--- src/rtl/ctrl_seq_if.sv ---
// Signal bundle between the sequencer and the rest of the teaching CPU.
// master: the sequencer side. slave: the datapath/IO side.
interface ctrl_seq_if;
    logic        run;
    logic        mem_ready;
    logic [15:0] dec_op;
    logic        flag_z;
    logic        flag_c;
    logic        in_valid;
    logic        out_ready;
    logic        dec_en;
    logic        mem_rd;
    logic        ir_ld;
    logic        pc_inc;
    logic        pc_ld;
    logic        alu_go;
    logic        reg_we;
    logic        in_ack;
    logic        out_valid;
    logic        halted;
    logic        io_err;
    logic [2:0]  state;

    modport master (
        input  run, mem_ready, dec_op, flag_z, flag_c, in_valid, out_ready,
        output dec_en, mem_rd, ir_ld, pc_inc, pc_ld, alu_go, reg_we,
               in_ack, out_valid, halted, io_err, state
    );

    modport slave (
        output run, mem_ready, dec_op, flag_z, flag_c, in_valid, out_ready,
        input  dec_en, mem_rd, ir_ld, pc_inc, pc_ld, alu_go, reg_we,
               in_ack, out_valid, halted, io_err, state
    );
endinterface

--- src/rtl/ctrl_seq.sv ---
// Hardwired fetch/decode/execute sequencer for the 8-bit teaching CPU.
// All strobes are decoded combinationally from the state, the latched
// opcode and the live inputs; only state, opcode, IO counter and the
// sticky IO error flag are registered.
module ctrl_seq #(
    parameter int IO_TO = 16
) (
    input  logic         clk,
    input  logic         rst_n,
    ctrl_seq_if.master   bus
);
    // Opcode bit positions inside the one-hot decoder bus (bit15 = mova).
    localparam int OP_ALU_LO = 7;   // mova..rsl occupy bits 15..7
    localparam int OP_JMP    = 6;
    localparam int OP_JZ     = 5;
    localparam int OP_JC     = 4;
    localparam int OP_IN1    = 3;
    localparam int OP_OUT1   = 2;
    localparam int OP_NOP    = 1;
    localparam int OP_HALT   = 0;

    localparam int CW = (IO_TO > 2) ? $clog2(IO_TO) : 1;

    typedef enum logic [2:0] {
        S_IDLE    = 3'd0,
        S_FETCH   = 3'd1,
        S_DECODE  = 3'd2,
        S_EXEC    = 3'd3,
        S_IO_WAIT = 3'd4,
        S_HALT    = 3'd5
    } state_t;

    state_t        state_reg, state_next;
    logic [15:0]   op_reg, op_next;
    logic [CW-1:0] io_cnt_reg, io_cnt_next;
    logic          io_err_reg, io_err_next;
    logic [15:0]   dec_sel;

    logic dec_en, mem_rd, ir_ld, pc_inc, pc_ld, alu_go, reg_we;
    logic in_ack, out_valid, halted, io_done;

    // Keep only the highest set decoder line so op_reg is always one-hot.
    genvar gi;
    generate
        for (gi = 0; gi < 16; gi++) begin : g_prio
            if (gi == 15) begin : g_top
                assign dec_sel[gi] = bus.dec_op[gi];
            end else begin : g_low
                assign dec_sel[gi] = bus.dec_op[gi] & ~(|bus.dec_op[15:gi+1]);
            end
        end
    endgenerate

    // State, latched opcode, IO wait counter and sticky error flag.
    always_ff @(posedge clk or negedge rst_n) begin
        if (!rst_n) begin
            state_reg  <= S_IDLE;
            op_reg     <= '0;
            io_cnt_reg <= '0;
            io_err_reg <= 1'b0;
        end else begin
            state_reg  <= state_next;
            op_reg     <= op_next;
            io_cnt_reg <= io_cnt_next;
            io_err_reg <= io_err_next;
        end
    end

    // Next-state and strobe decode.
    always_comb begin
        state_next  = state_reg;
        op_next     = op_reg;
        io_cnt_next = io_cnt_reg;
        io_err_next = io_err_reg;
        dec_en      = 1'b0;
        mem_rd      = 1'b0;
        ir_ld       = 1'b0;
        pc_inc      = 1'b0;
        pc_ld       = 1'b0;
        alu_go      = 1'b0;
        reg_we      = 1'b0;
        in_ack      = 1'b0;
        out_valid   = 1'b0;
        halted      = 1'b0;
        io_done     = 1'b0;
        case (state_reg)
            S_IDLE: begin
                if (bus.run) state_next = S_FETCH;
            end
            S_FETCH: begin
                mem_rd = 1'b1;
                ir_ld  = bus.mem_ready;
                pc_inc = bus.mem_ready;
                if (bus.mem_ready) state_next = S_DECODE;
            end
            S_DECODE: begin
                dec_en     = 1'b1;
                // An all-zero decode is an illegal opcode; run it as nop.
                op_next    = (bus.dec_op == 16'd0) ? 16'(1 << OP_NOP) : dec_sel;
                state_next = S_EXEC;
            end
            S_EXEC: begin
                state_next = S_FETCH;
                if (|op_reg[15:OP_ALU_LO]) begin
                    alu_go = 1'b1;
                    reg_we = 1'b1;
                end
                pc_ld = op_reg[OP_JMP] | (op_reg[OP_JZ] & bus.flag_z)
                      | (op_reg[OP_JC] & bus.flag_c);
                if (op_reg[OP_IN1] | op_reg[OP_OUT1]) begin
                    io_cnt_next = '0;
                    state_next  = S_IO_WAIT;
                end
                if (op_reg[OP_HALT]) state_next = S_HALT;
            end
            S_IO_WAIT: begin
                if (op_reg[OP_IN1]) begin
                    in_ack  = bus.in_valid;
                    reg_we  = bus.in_valid;
                    io_done = bus.in_valid;
                end else begin
                    out_valid = 1'b1;
                    io_done   = bus.out_ready;
                end
                // A handshake on the last allowed cycle still completes.
                if (io_done) begin
                    state_next = S_FETCH;
                end else if (io_cnt_reg == CW'(IO_TO - 1)) begin
                    io_err_next = 1'b1;
                    state_next  = S_FETCH;
                end else begin
                    io_cnt_next = io_cnt_reg + 1'b1;
                end
            end
            S_HALT: begin
                halted = 1'b1;
                if (bus.run) state_next = S_FETCH;
            end
            default: state_next = S_IDLE;
        endcase
    end

    assign bus.dec_en    = dec_en;
    assign bus.mem_rd    = mem_rd;
    assign bus.ir_ld     = ir_ld;
    assign bus.pc_inc    = pc_inc;
    assign bus.pc_ld     = pc_ld;
    assign bus.alu_go    = alu_go;
    assign bus.reg_we    = reg_we;
    assign bus.in_ack    = in_ack;
    assign bus.out_valid = out_valid;
    assign bus.halted    = halted;
    assign bus.io_err    = io_err_reg;
    assign bus.state     = state_reg;
endmodule
--- src/flat_wrapper.sv ---
// flat-port wrapper written by rule: the top's interface ports become plain ports
module ctrl_seq_flat 
#(
    parameter int IO_TO = 16
)
  (clk, rst_n, bus_run, bus_mem_ready, bus_dec_op, bus_flag_z, bus_flag_c, bus_in_valid, bus_out_ready, bus_dec_en, bus_mem_rd, bus_ir_ld, bus_pc_inc, bus_pc_ld, bus_alu_go, bus_reg_we, bus_in_ack, bus_out_valid, bus_halted, bus_io_err, bus_state);
  ctrl_seq_if bus_i ();
  input  logic clk;
  input  logic rst_n;
  input wire logic [$bits(bus_i.run)-1:0] bus_run;
  input wire logic [$bits(bus_i.mem_ready)-1:0] bus_mem_ready;
  input wire logic [$bits(bus_i.dec_op)-1:0] bus_dec_op;
  input wire logic [$bits(bus_i.flag_z)-1:0] bus_flag_z;
  input wire logic [$bits(bus_i.flag_c)-1:0] bus_flag_c;
  input wire logic [$bits(bus_i.in_valid)-1:0] bus_in_valid;
  input wire logic [$bits(bus_i.out_ready)-1:0] bus_out_ready;
  output wire logic [$bits(bus_i.dec_en)-1:0] bus_dec_en;
  output wire logic [$bits(bus_i.mem_rd)-1:0] bus_mem_rd;
  output wire logic [$bits(bus_i.ir_ld)-1:0] bus_ir_ld;
  output wire logic [$bits(bus_i.pc_inc)-1:0] bus_pc_inc;
  output wire logic [$bits(bus_i.pc_ld)-1:0] bus_pc_ld;
  output wire logic [$bits(bus_i.alu_go)-1:0] bus_alu_go;
  output wire logic [$bits(bus_i.reg_we)-1:0] bus_reg_we;
  output wire logic [$bits(bus_i.in_ack)-1:0] bus_in_ack;
  output wire logic [$bits(bus_i.out_valid)-1:0] bus_out_valid;
  output wire logic [$bits(bus_i.halted)-1:0] bus_halted;
  output wire logic [$bits(bus_i.io_err)-1:0] bus_io_err;
  output wire logic [$bits(bus_i.state)-1:0] bus_state;
  assign bus_i.run = bus_run;
  assign bus_i.mem_ready = bus_mem_ready;
  assign bus_i.dec_op = bus_dec_op;
  assign bus_i.flag_z = bus_flag_z;
  assign bus_i.flag_c = bus_flag_c;
  assign bus_i.in_valid = bus_in_valid;
  assign bus_i.out_ready = bus_out_ready;
  assign bus_dec_en = bus_i.dec_en;
  assign bus_mem_rd = bus_i.mem_rd;
  assign bus_ir_ld = bus_i.ir_ld;
  assign bus_pc_inc = bus_i.pc_inc;
  assign bus_pc_ld = bus_i.pc_ld;
  assign bus_alu_go = bus_i.alu_go;
  assign bus_reg_we = bus_i.reg_we;
  assign bus_in_ack = bus_i.in_ack;
  assign bus_out_valid = bus_i.out_valid;
  assign bus_halted = bus_i.halted;
  assign bus_io_err = bus_i.io_err;
  assign bus_state = bus_i.state;
  ctrl_seq #(.IO_TO(IO_TO)) u_core (.clk(clk), .rst_n(rst_n), .bus(bus_i));
endmodule
--- config.mk ---
export PLATFORM = sky130hd
export DESIGN_NAME = ctrl_seq_flat
export DESIGN_NICKNAME = d
export VERILOG_FILES = /design/src/rtl/ctrl_seq_if.sv /design/src/rtl/ctrl_seq.sv /design/src/flat_wrapper.sv
export SDC_FILE = /design/constraint.sdc
export NUM_CORES = 1
export LEC_CHECK = 0
export ABC_AREA = 0
export CORE_MARGIN = 10
export CORE_UTILIZATION = 45
export CTS_CLUSTER_DIAMETER = 100
export DETAILED_ROUTE_END_ITERATION = 10
export MAX_ROUTING_LAYER = met4
export PLACE_DENSITY = 0.82
export REMOVE_ABC_BUFFERS = 1
export SETUP_SLACK_MARGIN = 0.4
export SYNTH_ARGS = -nofsm -noshare
export SYNTH_HDL_FRONTEND = slang
export SYNTH_SLANG_ARGS = --single-unit
--- constraint.sdc ---
create_clock -name clk -period 3.1 [get_ports clk]
set_clock_uncertainty 0.2 [all_clocks]
set_input_delay 0.62 -clock clk [delete_from_list [all_inputs] [get_ports clk]]
set_output_delay 0.62 -clock clk [all_outputs]
set_load 0.03 [all_outputs]
==> flow_metrics.tcl, run 1 <==
set metrics [dict create \
    cp-end-kind "primary output" \
    ys_ff_latch 23 \
    required_ns 2.28 \
    p_per_area_nw_per_um2 566 \
    grt_usage_pct 12.0 \
    path_class "register to primary output" \
    die_w_um 72.5 \
    route.detailed.drc 0 \
    largest_reg_flops 15 \
    cp_max_fo 22 \
    drv_slew 0 \
    arrival_ns 1.79 \
    start_kind "register" \
    slew_headroom_pct 68.4 \
    dp_cells 192 \
    stdcell_count 196 \
    die_h_um 72.5 \
    fin_crit_sh_pct 84.2 \
    synth.most_common_cell "dfrtp_1" \
    hold_buffers 0 \
    cts.clk_slew.worst_paths_ns 0.13 \
    die-area_um2 5260 \
    synth_top_area_share_pct 46.3 \
    port_buffers 37 \
    dpl_worst_slack_ns 0.145 \
    finalSetupViolCount 0 \
    max_freq_mhz 383 \
    dr.pass1.iters 4 \
    ir_drop_v 0.000452 \
    timing.final.crit_period_ns 2.61 \
    maxCapViolCount 0 \
    cts.sinks 23 \
    rows 18 \
    drive_above_1_share_pct 11.4 \
    start_util_pct 48.8 \
    synth_edf_count 0 \
    syn_area_um2 1240 \
    wire_per_inst_um 15.5 \
    area_growth_syn_to_layout_pct 32.4 \
    grt_pass1_wl_mm 5.18 \
    cts_setup_buffers 0 \
    yosysWarnings 0 \
    worst_pin_slew_ns 0.470 \
    num_vias 1078 \
    htreeDepth 1 \
    synth-async-reset-ratio_pct 100 \
    core_um2 2540 \
    ios 38 \
    status "completed" \
    cts_root_buffer "clkbuf_4" \
    cts_tree "built" \
    rsz0062_at_grt "false" \
    via_per_inst 5.50 \
    ys_seq_area_share_pct 46.3 \
    dpl.hpwl_mm 2.42 \
    grt_max_degree 24 \
    synth_top_area_cell "dfrtp_1" \
    clk-insertion-delay-late_ns 0.31 \
    synth_ff_type "dfrtp_1" \
    yosys-top-cells-area "dfrtp_1 46%, nand2_1 6.6%, a22o_1 4.2%, mux2i_1 3.2%, o21ai_0 3.2%" \
    routed_wl_mm 3.04 \
    antenna_found_initial 0 \
    ys_top_cells_by_count "23 x dfrtp_1, 22 x nand2_1, 10 x nor2_1, 8 x o21ai_0" \
    hp-class "register to register" \
    final_antenna_net_count 0 \
    drtIter0Drc 90 \
    cts_buffers 3 \
    overflow 0 \
    fin_ws_ns 0.489 \
    p_total_w 0.000931 \
    finalHoldViolCount 0 \
    syn_avg_cell_area_um2 9.63 \
    cts.path.max_buffers 2 \
    leakage_nw 0.784 \
    gp_congestion 0.804 \
    grt_pass1_vias 1138 \
    syn_inst 129 \
    finalSetupTns_ns 0 \
    finalNetCount 192 \
    yosysUniqueCellTypes 38 \
    antennaDiodeCount 0 \
]
-- final timing paths --
check,end,slack (ns),cells past startpoint,from
setup / recovery,bus_dec_en,0.49,3,u_core.bus.state[0]
hold reg to reg,u_core.bus.io_err,0.28,1,u_core.bus.io_err
hold / removal,u_core.bus.io_err,0.28,1,u_core.bus.io_err
max in group asynchronous,u_core.bus.state[2],2.01,2,rst_n
setup reg to reg,u_core.op_reg[2],1.11,5,u_core.bus.state[0]
min in group asynchronous,u_core.bus.state[0],0.45,2,rst_n
-- through the flow --
stage	hold WS, ns	utilization (%)	area (um^2)
floorplan	0.124	-	1200
global placement	0.251	63.9	1630
detailed placement	0.257	63.9	1630
CTS	0.284	64.8	1650
global route	0.299	64.7	1650
finish	0.280	64.7	1650
-- cell usage in the layout, fill, tap and decap left out, types with 2 or more instances in the layout --
master            n
a22o_1            6
and2_1            2
and3_1            2
buf_4             2
clkbuf_2          2
clkbuf_4          3
clkdlybuf4s50_1  28
dfrtp_1          20
dfrtp_2           3
dlygate4sd2_1     5
inv_1             6
mux2i_1           4
nand2_1          22
nand3_1           4
nand3b_1          2
nor2_1           10
nor2b_1           2
nor3_1            2
nor3b_1           4
nor4_1            4
o211ai_1          2
o21ai_0           8
o41ai_1           2
or3_1             2
-- critical path, cell delays in order, from the launching register on --
cell and delay, ns:
dfrtp_2 0.49, or3b_4 0.55, inv_6 0.13, clkdlybuf4s15_2 0.30
-- cells by family after synthesis --
logic type,Yosys count,share of synthesized area [%]
AOI/OAI and AO/OA,24,14.1
DFF,23,46.3
adders and majority gates,1,1.01
buffers and inverters,13,5.64
muxes,4,3.22
and+or+nand+nor,64,29.7
-- metal layers --
metal | part of all wire [%] | track usage (%) | vias to the layer above
met4 | 0.56 | 3.16 | 0
li1 | - | - | 534
met3 | 7.4 | 3.40 | 2
met2 | 48 | 19.4 | 33
met1 | 44 | 14.3 | 509
met5 | 0 | - | -
-- timing repair --
action / 4_1_cts / 5_1_grt
resized for setup: 13 / 6
endpoints found under the hold margin: 0 / 0
endpoints found under the setup margin: 9 / 3
pin swaps: 0 / 0
-- power breakdown --
group          switching (W)  internal (W)
registers          0.0000529      0.000346
logic               0.000238      0.000153
clock network      0.0000925     0.0000482
total               0.000383      0.000548
-- area by class of cell --
class	count	area (um^2)
inverters	7	31.3
fillers	221	900
flip-flops and latches	23	579
multi-input cells	93	597
clock inverters	1	5.00
repair buffers	39	373
clock buffers	3	22.5
well taps	30	37.5
Note: power is estimated with default switching activity, not from simulation.
==> run 2, diff against run 1 <==
--- a/config.mk
+++ b/config.mk
@@ -7,11 +7,11 @@
 export LEC_CHECK = 0
 export ABC_AREA = 0
 export CORE_MARGIN = 10
-export CORE_UTILIZATION = 45
+export CORE_UTILIZATION = 41
 export CTS_CLUSTER_DIAMETER = 100
 export DETAILED_ROUTE_END_ITERATION = 10
 export MAX_ROUTING_LAYER = met4
-export PLACE_DENSITY = 0.82
+export PLACE_DENSITY = 0.79
 export REMOVE_ABC_BUFFERS = 1
 export SETUP_SLACK_MARGIN = 0.4
 export SYNTH_ARGS = -nofsm -noshare
==> constraint.sdc (replaced) <==
create_clock -name clk -period 2.35 [get_ports clk]
set_clock_uncertainty 0.2 [all_clocks]
set_input_delay 0.47 -clock clk [delete_from_list [all_inputs] [get_ports clk]]
set_output_delay 0.47 -clock clk [all_outputs]
set_load 0.03 [all_outputs]
==> run 2 against run 1 <==
Clock power rose by 35%. Sequential power rose by 28%. Cell area grew 22%. Via count is 18% higher. First-iteration DRC count is 60% lower. Power rose by 73%. Routed wire length up 24%. Non-clock buffer count up 31. Register-to-register slack worse by 0.83 ns. Clock-buffer cell count grew 1. Setup slack worse by 0.39 ns. Utilization increased by 6.5 points. Largest cell class unchanged. Largest power group is now combinational cells.
==> flow_metrics.tcl, run 2 (synthesis results as in run 1) <==
set metrics [dict create \
    status "completed" \
    via_per_inst 5.54 \
    max_freq_mhz 444 \
    p_per_area_nw_per_um2 801 \
    core_um2 2830 \
    routed_wl_mm 3.77 \
    port_buffers 37 \
    htreeDepth 1 \
    final_antenna_net_count 0 \
    path_class "register to primary output" \
    num_vias 1269 \
    cts_tree "built" \
    finalHoldViolCount 0 \
    finalNetCount 224 \
    grt_pass1_vias 1304 \
    rows 19 \
    die-area_um2 5630 \
    required_ns 1.68 \
    cts_root_buffer "clkbuf_4" \
    gr-usage-met1_pct 13.3 \
    die_w_um 75.1 \
    leakage_nw 0.979 \
    placed_area_um2 1700 \
    grt_busiest_layer "met2" \
    gp_congestion 0.829 \
    arrival_ns 1.58 \
    timing.final.crit_period_ns 2.25 \
    timing.rr.start "u_core.bus.state[2]" \
    largest_reg_flops 15 \
    use_met3_pct 3.42 \
    cts.path.max_buffers 2 \
    drive_above_1_share_pct 35.9 \
    start_kind "register" \
    final_common_cell "buf_4" \
    cts_buffers 3 \
    drtIter0Drc 36 \
    rsz0062_at_grt "true" \
    die_h_um 75.1 \
    route.detailed.drc 0 \
    fillCellCount 200 \
    hold_buffers 0 \
    antennaDiodeCount 0 \
    fin_crit_sh_pct 95.9 \
    critPathLaunch "u_core.op_reg[11]" \
    grt_pass1_wl_mm 5.77 \
    dp_cells 204 \
    hp-start "u_core.bus.io_err" \
    cts.clk_slew.worst_paths_ns 0.13 \
    seqPwrFrac_pct 31.6 \
    dpl.hpwl_mm 2.64 \
    finalSetupViolCount 0 \
    grt_max_degree 24 \
    slew_headroom_pct 68.5 \
    internal_power_w 0.000987 \
    overflow 0 \
    ios 38 \
    ir_drop_v 0.000574 \
    gr-usage-met2_pct 25.5 \
    maxCapViolCount 0 \
    swShare_pct 38.8 \
    clk-insertion-delay-late_ns 0.32 \
    comb_power_share_pct 56.6 \
    drv_slew 0 \
    clkPwrFrac_pct 11.9 \
    power.switching_w 0.000625 \
    worst_pin_slew_ns 0.467 \
    postLayoutCellArea_um2 2010 \
    area_growth_syn_to_layout_pct 61.9 \
    cts.sinks 23 \
    stdcell_count 229 \
    start_util_pct 43.9 \
    antenna_found_initial 0 \
    hp-class "register to register" \
    grt_usage_pct 13.6 \
    wire_per_inst_um 16.5 \
    dr.pass1.iters 4 \
    cp-end-kind "primary output" \
    mostFrequentLayoutCells "24 x buf_4, 23 x clkdlybuf4s50_1, 23 x dfrtp_1" \
    cp_max_fo 2 \
]
run 2: what timing repair did:
action,in CTS,in global routing
gates resized for setup,64,22
buffers inserted,11,9
pin swaps,7,6
gates cloned,1,0
setup endpoints to repair,17,19
run 2: final cells by class:
| type | count | area, um^2 | share of cell area [%] |
|---|---|---|---|
| well taps | 31 | 38.8 | 1.93 |
| inverters | 7 | 31.3 | 1.55 |
| multi-input cells | 94 | 692 | 34.4 |
| clock buffers | 4 | 26.3 | 1.31 |
| repair buffers | 70 | 648 | 32.2 |
| flip-flops and latches | 23 | 576 | 28.6 |
run 2: worst paths after layout:
kind                       slack (ns)  cells after the start              endpoint
max                               0.1                      4            bus_reg_we
min                              0.27                      1     u_core.bus.io_err
max reg2reg                      0.28                      8      u_core.op_reg[2]
min reg2reg                      0.27                      1     u_core.bus.io_err
max in group asynchronous        1.44                      2      u_core.op_reg[3]
min in group asynchronous        0.28                      2  u_core.io_cnt_reg[2]
run 2: power groups by stage:
stage	Clock (W)	Sequential [W]	Combinational [W]
6_report	0.000191	0.000509	0.000912
5_1_grt	0.000212	0.000518	0.000974
4_1_cts	0.000195	0.000497	0.000797
3_5_place_dp	0	0.000496	0.000637
3_3_place_gp	0	0.000491	0.000624
2_1_floorplan	0	0.000543	0.000298
run 2: metrics by stage:
| step | worst slack [ns] | hold WS, ns | setup TNS (ns) | power [W] | utilization, % |
|---|---|---|---|---|---|
| after floorplan | -0.413 | -0.0256 | -0.923 | 0.000841 | - |
| after global routing | 0.0372 | 0.300 | 0 | 0.00170 | 71.1 |
| final | 0.0960 | 0.275 | 0 | 0.00161 | 71.1 |
| after CTS | 0.121 | 0.281 | 0 | 0.00149 | 66.4 |
| after detailed placement | -0.303 | 0.256 | -0.467 | 0.00113 | 60.0 |
| after global placement | -0.304 | 0.255 | -0.460 | 0.00112 | 60.0 |
run 2: routing by layer:
| layer | vias to the layer above | routed length (um) |
|---|---|---|
| met5 | - | 0 |
| met4 | 0 | 61 |
| met3 | 8 | 201 |
| met2 | 45 | 1960 |
| met1 | 612 | 1550 |
| li1 | 604 | - |
run 2: critical path, cell delays in order, from the launching register on:
cell,delay (ns)
dfrtp_1,0.43
nor4_4,0.31
a31oi_2,0.14
or2_4,0.25
buf_6,0.14
==> run 3, diff against run 2 <==
--- a/config.mk
+++ b/config.mk
@@ -14,6 +14,7 @@
 export PLACE_DENSITY = 0.79
 export REMOVE_ABC_BUFFERS = 1
 export SETUP_SLACK_MARGIN = 0.4
+export SLEW_MARGIN = 20
 export SYNTH_ARGS = -nofsm -noshare
 export SYNTH_HDL_FRONTEND = slang
 export SYNTH_SLANG_ARGS = --single-unit
==> results of run 3 <==
Same layout as run 2: the final DEF is identical, and so are final timing and power.
